===== config.mk =====
export PLATFORM = sky130hd
export DESIGN_NAME = uart_tx_mmio
export DESIGN_NICKNAME = d
export VERILOG_FILES = /design/src/rtl/uart_tx_mmio.sv
export SDC_FILE = /design/constraint.sdc
export NUM_CORES = 1
export LEC_CHECK = 0
export BUFFER_PORTS_ARGS = -buffer_cell sky130_fd_sc_hd__buf_4
export CAP_MARGIN = 20
export CELL_PAD_IN_SITES_DETAIL_PLACEMENT = 2
export CELL_PAD_IN_SITES_GLOBAL_PLACEMENT = 2
export CORE_UTILIZATION = 32
export DETAILED_ROUTE_END_ITERATION = 10
export GPL_ROUTABILITY_DRIVEN = 0
export HOLD_SLACK_MARGIN = 0.08
export PLACE_DENSITY_LB_ADDON = 0.05
export SLEW_MARGIN = 20
export SYNTH_ARGS = -nofsm -noshare
export SYNTH_HDL_FRONTEND = slang
export SYNTH_SLANG_ARGS = --single-unit
export TNS_END_PERCENT = 50

===== constraint.sdc =====
create_clock -name clk -period 3.4 [get_ports clk]
set_input_delay 0.34 -clock clk [delete_from_list [all_inputs] [get_ports clk]]
set_output_delay 0.34 -clock clk [all_outputs]
set_load 0.005 [all_outputs]

===== src/rtl/uart_tx_mmio.sv =====
// Memory-mapped 8N1 UART transmitter: a 16-byte register window on the core data bus
// feeding a small byte FIFO that drains into a serialiser with back-to-back framing.
module uart_tx_mmio #(
    parameter logic [31:0] BASE_ADDR    = 32'hFFFF_0000,
    parameter int          CLKS_PER_BIT = 868,
    parameter int          FIFO_DEPTH   = 4
) (
    input  logic        clk,
    input  logic        reset,
    input  logic        mem_write,
    input  logic [31:0] data_memory_addr,
    input  logic [31:0] write_data,
    output logic        sel,
    output logic [31:0] rd_data,
    output logic        tx,
    output logic        busy
);

    localparam int CW = $clog2(FIFO_DEPTH + 1);
    localparam int PW = $clog2(FIFO_DEPTH);
    localparam int BW = $clog2(CLKS_PER_BIT);
    localparam logic [BW-1:0] BAUD_LOAD = BW'(CLKS_PER_BIT - 1);

    typedef enum logic [1:0] {IDLE, START, DATA, STOP} state_t;

    state_t          state;
    logic [BW-1:0]   baud_cnt;
    logic [2:0]      bit_idx;
    logic [2:0]      next_idx;
    logic [7:0]      shreg;

    logic [7:0]      mem [FIFO_DEPTH];
    logic [PW-1:0]   wr_ptr;
    logic [PW-1:0]   rd_ptr;
    logic [CW-1:0]   count;
    logic            overflow;

    logic [1:0]      offset;
    logic            push_req;
    logic            push_ok;
    logic            clr_ovf;
    logic            full;
    logic            empty;
    logic            pop;
    logic            unused_bits;

    assign offset   = data_memory_addr[3:2];
    assign sel      = (data_memory_addr[31:4] == BASE_ADDR[31:4]);
    assign full     = (count == CW'(FIFO_DEPTH));
    assign empty    = (count == '0);
    assign push_req = mem_write & sel & (offset == 2'd0);
    assign push_ok  = push_req & ~full & ~reset;
    assign clr_ovf  = mem_write & sel & (offset == 2'd1);
    assign next_idx = bit_idx + 3'd1;

    // The serialiser takes a byte either from idle or straight out of the stop bit.
    assign pop = ~empty & ((state == IDLE) | ((state == STOP) & (baud_cnt == '0)));

    assign unused_bits = ^{write_data[31:8], data_memory_addr[1:0]};

    always_comb begin
        rd_data = '0;
        if (offset == 2'd1) begin
            rd_data = {16'd0, 8'(count), 4'd0, overflow, empty, full, busy};
        end
    end

    always_ff @(posedge clk) begin
        if (push_ok) begin
            mem[wr_ptr] <= write_data[7:0];
        end
    end

    always_ff @(posedge clk) begin
        if (reset) begin
            wr_ptr   <= '0;
            rd_ptr   <= '0;
            count    <= '0;
            overflow <= 1'b0;
        end else begin
            if (push_ok) begin
                wr_ptr <= wr_ptr + PW'(1);
            end
            if (pop) begin
                rd_ptr <= rd_ptr + PW'(1);
            end
            case ({push_ok, pop})
                2'b10:   count <= count + CW'(1);
                2'b01:   count <= count - CW'(1);
                default: count <= count;
            endcase
            // A full FIFO drops the byte even if a pop frees a slot on the same edge.
            if (push_req && full) begin
                overflow <= 1'b1;
            end else if (clr_ovf) begin
                overflow <= 1'b0;
            end
        end
    end

    always_ff @(posedge clk) begin
        if (reset) begin
            state    <= IDLE;
            tx       <= 1'b1;
            busy     <= 1'b0;
            baud_cnt <= '0;
            bit_idx  <= '0;
            shreg    <= '0;
        end else begin
            case (state)
                IDLE: begin
                    tx <= 1'b1;
                    if (pop) begin
                        shreg    <= mem[rd_ptr];
                        state    <= START;
                        tx       <= 1'b0;
                        busy     <= 1'b1;
                        baud_cnt <= BAUD_LOAD;
                    end
                end
                START: begin
                    if (baud_cnt == '0) begin
                        state    <= DATA;
                        bit_idx  <= '0;
                        tx       <= shreg[0];
                        baud_cnt <= BAUD_LOAD;
                    end else begin
                        baud_cnt <= baud_cnt - BW'(1);
                    end
                end
                DATA: begin
                    if (baud_cnt == '0) begin
                        baud_cnt <= BAUD_LOAD;
                        if (bit_idx == 3'd7) begin
                            state <= STOP;
                            tx    <= 1'b1;
                        end else begin
                            bit_idx <= next_idx;
                            tx      <= shreg[next_idx];
                        end
                    end else begin
                        baud_cnt <= baud_cnt - BW'(1);
                    end
                end
                STOP: begin
                    if (baud_cnt == '0) begin
                        if (pop) begin
                            shreg    <= mem[rd_ptr];
                            state    <= START;
                            tx       <= 1'b0;
                            baud_cnt <= BAUD_LOAD;
                        end else begin
                            state <= IDLE;
                            busy  <= 1'b0;
                            tx    <= 1'b1;
                        end
                    end else begin
                        baud_cnt <= baud_cnt - BW'(1);
                    end
                end
                default: state <= IDLE;
            endcase
        end
    end

endmodule

==> flow_metrics.py <==
metrics = {
    "run_status": {
        "status": "completed",
    },
    "worst_setup_path": {
        "crit_cells": 8,
        "required_ps": 3670,
        "endpoint_kind": "flip-flop",
        "r2r_setup_slack_ps": 710,
        "startpoint": "baud_cnt[4]",
        "critPathMaxFanout": 6,
        "timing.rr.start": "baud_cnt[4]",
        "timing.rr.end": "count[2]",
        "startpoint_type": "flip-flop",
        "cpLargestDelayFamily": "simple AND/OR/NAND/NOR gates",
        "crit_end": "count[2]",
        "path_class": "reg2reg",
        "crit_arrival_ps": 2960,
        "crit_buf_inv": 1,
        "slowest_delay_ps": 530,
        "r2r_cells": 8,
        "cp_cell_sequence": "nor4_2 -> a41o_1 -> ha_1 -> inv_1 -> fa_1 -> xor2_1 -> or3_1 -> a21oi_1",
        "slowest_stage": "nor4_2",
    },
    "pwr": {
        "seq_power_share_pct": 40.7,
        "irDropWorstVdd_mv": 0.341,
        "internal_power_mw": 1.47,
        "p_leak_nw": 1.51,
        "pwr-share-clk_pct": 30.9,
        "sw_frac_of_total_pct": 34.6,
        "powerDensity_mw_per_mm2": 560,
        "switchingPower_mw": 0.776,
        "comb_power_share_pct": 28.4,
    },
    "place": {
        "pre_cts_ws_ps": 673,
        "io_buffers": 50,
        "hpwlAfterDp_microns": 5950,
        "placed_cell_area_sq_mm": 0.00380,
    },
    "synthesis": {
        "muxShareOfSynthArea_pct": 9.70,
        "synth-edff-count": 32,
        "yosys.cell_types.count": 52,
        "synth_xor_area_share_pct": 2.08,
        "synth_fa_ha_area_share_pct": 5.43,
        "ys_ff_latch": 67,
        "syn_area_sq_mm": 0.00337,
        "synth_top_family_by_area": "simple AND/OR/NAND/NOR gates",
        "ys_async_sr_fraction_pct": 0,
        "yosys_warnings": 0,
        "synth_flop_cell": "dfxtp_1",
        "synth_cells": 305,
        "synth.avg_cell_area_sq_um": 11.0,
        "synthTopCellsByArea": "edfxtp_1 (29%), dfxtp_1 (21%), mux4_2 (6.7%)",
        "yosysTopAreaCellShare_pct": 28.5,
        "synthSimpleGateAreaFrac_pct": 15.5,
        "synth_compound_area_share_pct": 9.85,
        "ys_seq_area_share_pct": 49.3,
        "yosys.area.top_type": "edfxtp_1",
    },
    "clock_network": {
        "clockBufferDepth": 2,
        "cts.sinks": 67,
        "hold_buffers": 0,
        "clk_pin_slew_ps": 90,
        "insertion_delay_ps": 350,
        "ctsHtreeMaxLevel": 3,
        "cts_resized": 0,
        "numCtsBuffers": 9,
        "cts_tree": "done",
        "cts_setup_buffers": 0,
        "cts_root_buf": "clkbuf_8",
    },
    "global_routing": {
        "grt_use_total_pct": 15.5,
        "overflow": 0,
        "grt_max_degree": 37,
        "grt_pass1_wl_microns": 13200,
        "grt_pass1_vias": 2639,
        "antenna_found_initial": 0,
    },
    "layout": {
        "nNetsFinal": 440,
        "syn_to_final_growth_pct": 19.0,
        "design_area_sq_mm": 0.00401,
        "num_antenna_cells": 0,
        "drive_above_1_share_pct": 23.1,
        "finish.utilization_pct": 39.0,
        "final_common_cell": "buf_4",
        "layout_common_cells": "buf_4 (53), dfxtp_1 (35), edfxtp_1 (32), nor2_1 (28), conb_1 (25)",
    },
    "timing": {
        "slew_headroom_pct": 45.0,
        "finalSetupTns_ps": 0,
        "finalSetupViolCount": 0,
        "skew_ps": 10.3,
        "hold_viol": 0,
        "finalCritPeriodShare_pct": 79.1,
        "slew_viol_final": 0,
        "whs_ps": 190,
        "fin_crit_ps": 2690,
        "clock.fmax_mhz": 372,
        "worst_slew_pin_slew_ps": 819,
        "fin_ws_ps": 710,
        "rsz0062_at_grt": "false",
    },
    "route": {
        "vias": 2448,
        "vias_per_cell": 4.90,
        "drc": 0,
        "ant_nets": 0,
        "wl_per_cell_microns": 15.8,
        "wl_microns": 7920,
        "drt_iter0_drc": 72,
        "first_pass_iters": 4,
    },
    "floorplan": {
        "die_h_microns": 105,
        "ios": 102,
        "start_util_pct": 32.8,
        "coreArea_sq_mm": 0.0103,
        "die_x_microns": 105,
        "rows": 37,
        "die_area_sq_mm": 0.0109,
    },
    "flow_run": {
        "cap_violations": 0,
    },
    "min_path": {
        "hp-class": "in2reg",
    },
}
## per-stage QoR
| step | std cells | power [mW] |
|---|---|---|
| floorplan | 329 | 1.38 |
| global placement | 484 | 1.56 |
| detailed placement | 484 | 1.57 |
| CTS | 500 | 2.28 |
| global route | 500 | 2.38 |
| finish | 500 | 2.24 |
## metal layers
metal / vias to the layer above / GRT usage (%) / wire length (microns)
met5: - / 0 / 0
met4: 0 / 4.53 / 82
met3: 7 / 3.56 / 289
met2: 49 / 28.1 / 4170
met1: 1213 / 18.2 / 3370
li1: 1179 / - / -
## cell type report
class	instances	area, sq um
Multi-Input combinational cell	216	1530
Fill cell	1125	6270
Tap cell	136	170
Inverter	12	45.0
Timing Repair Buffer	53	398
Clock buffer	9	124
Sequential cell	67	1660
Clock inverter	7	81.3
## state kept, by name, indices dropped and copies added, names as in the netlist, 2 cells and up, named ones only
signal and count:
shreg 8, rd_ptr 2, state 2, baud_cnt 10, count 3, bit_idx 3, mem 32, wr_ptr 2
## worst min-delay path by stage
stage | from | endpoint | slack [ps] | cells past startpoint
floorplan | bit_idx[1] | bit_idx[1] | 440 | 2
global placement | bit_idx[2] | bit_idx[2] | 450 | 2
detailed placement | bit_idx[2] | bit_idx[2] | 450 | 2
CTS | write_data[4] | mem[0][4] | 170 | 1
global route | write_data[4] | mem[0][4] | 170 | 1
finish | write_data[4] | mem[0][4] | 190 | 1
## cell usage after synthesis (2+ instances only)
master and instances:
a2111oi_0 2, a211oi_1 2, a21oi_1 20, a311oi_1 3
a31oi_1 3, and2_1 11, buf_1 2, buf_4 25
clkbuf_1 6, dfxtp_1 35, edfxtp_1 32, ha_1 13
inv_1 12, mux2i_1 9, mux4_2 10, nand2_1 17
nand2b_1 4, nand3_1 3, nand4_1 8, nand4b_1 2
nor2_1 28, nor2b_1 4, nor3_1 4, nor3b_1 3
nor4_1 2, o21ai_0 9, o31a_1 2, or3_1 4
xnor2_1 3, xor2_1 5
## power by group through the flow
stage / sequential, mW / combinational (mW) / clock (mW)
2_1_floorplan: 0.921 / 0.459 / 0
3_3_place_gp: 0.931 / 0.632 / 0
3_5_place_dp: 0.931 / 0.641 / 0
4_1_cts: 0.914 / 0.646 / 0.719
5_1_grt: 0.918 / 0.720 / 0.743
6_report: 0.912 / 0.637 / 0.694
## logic make-up (layout without fill, tap and decap cells)
group                    after synthesis  in the layout
AO/OA/AOI/OAI                         51             51
XOR/XNOR                               8              8
adder cells (fa/ha/maj)               14             14
buffers and inverters                 46             81
flip-flops                            67             67
multiplexers                          20             20
other                                  1             25
AND/OR/NAND/NOR                       98             98
Note: power is estimated with default switching activity, not from simulation.
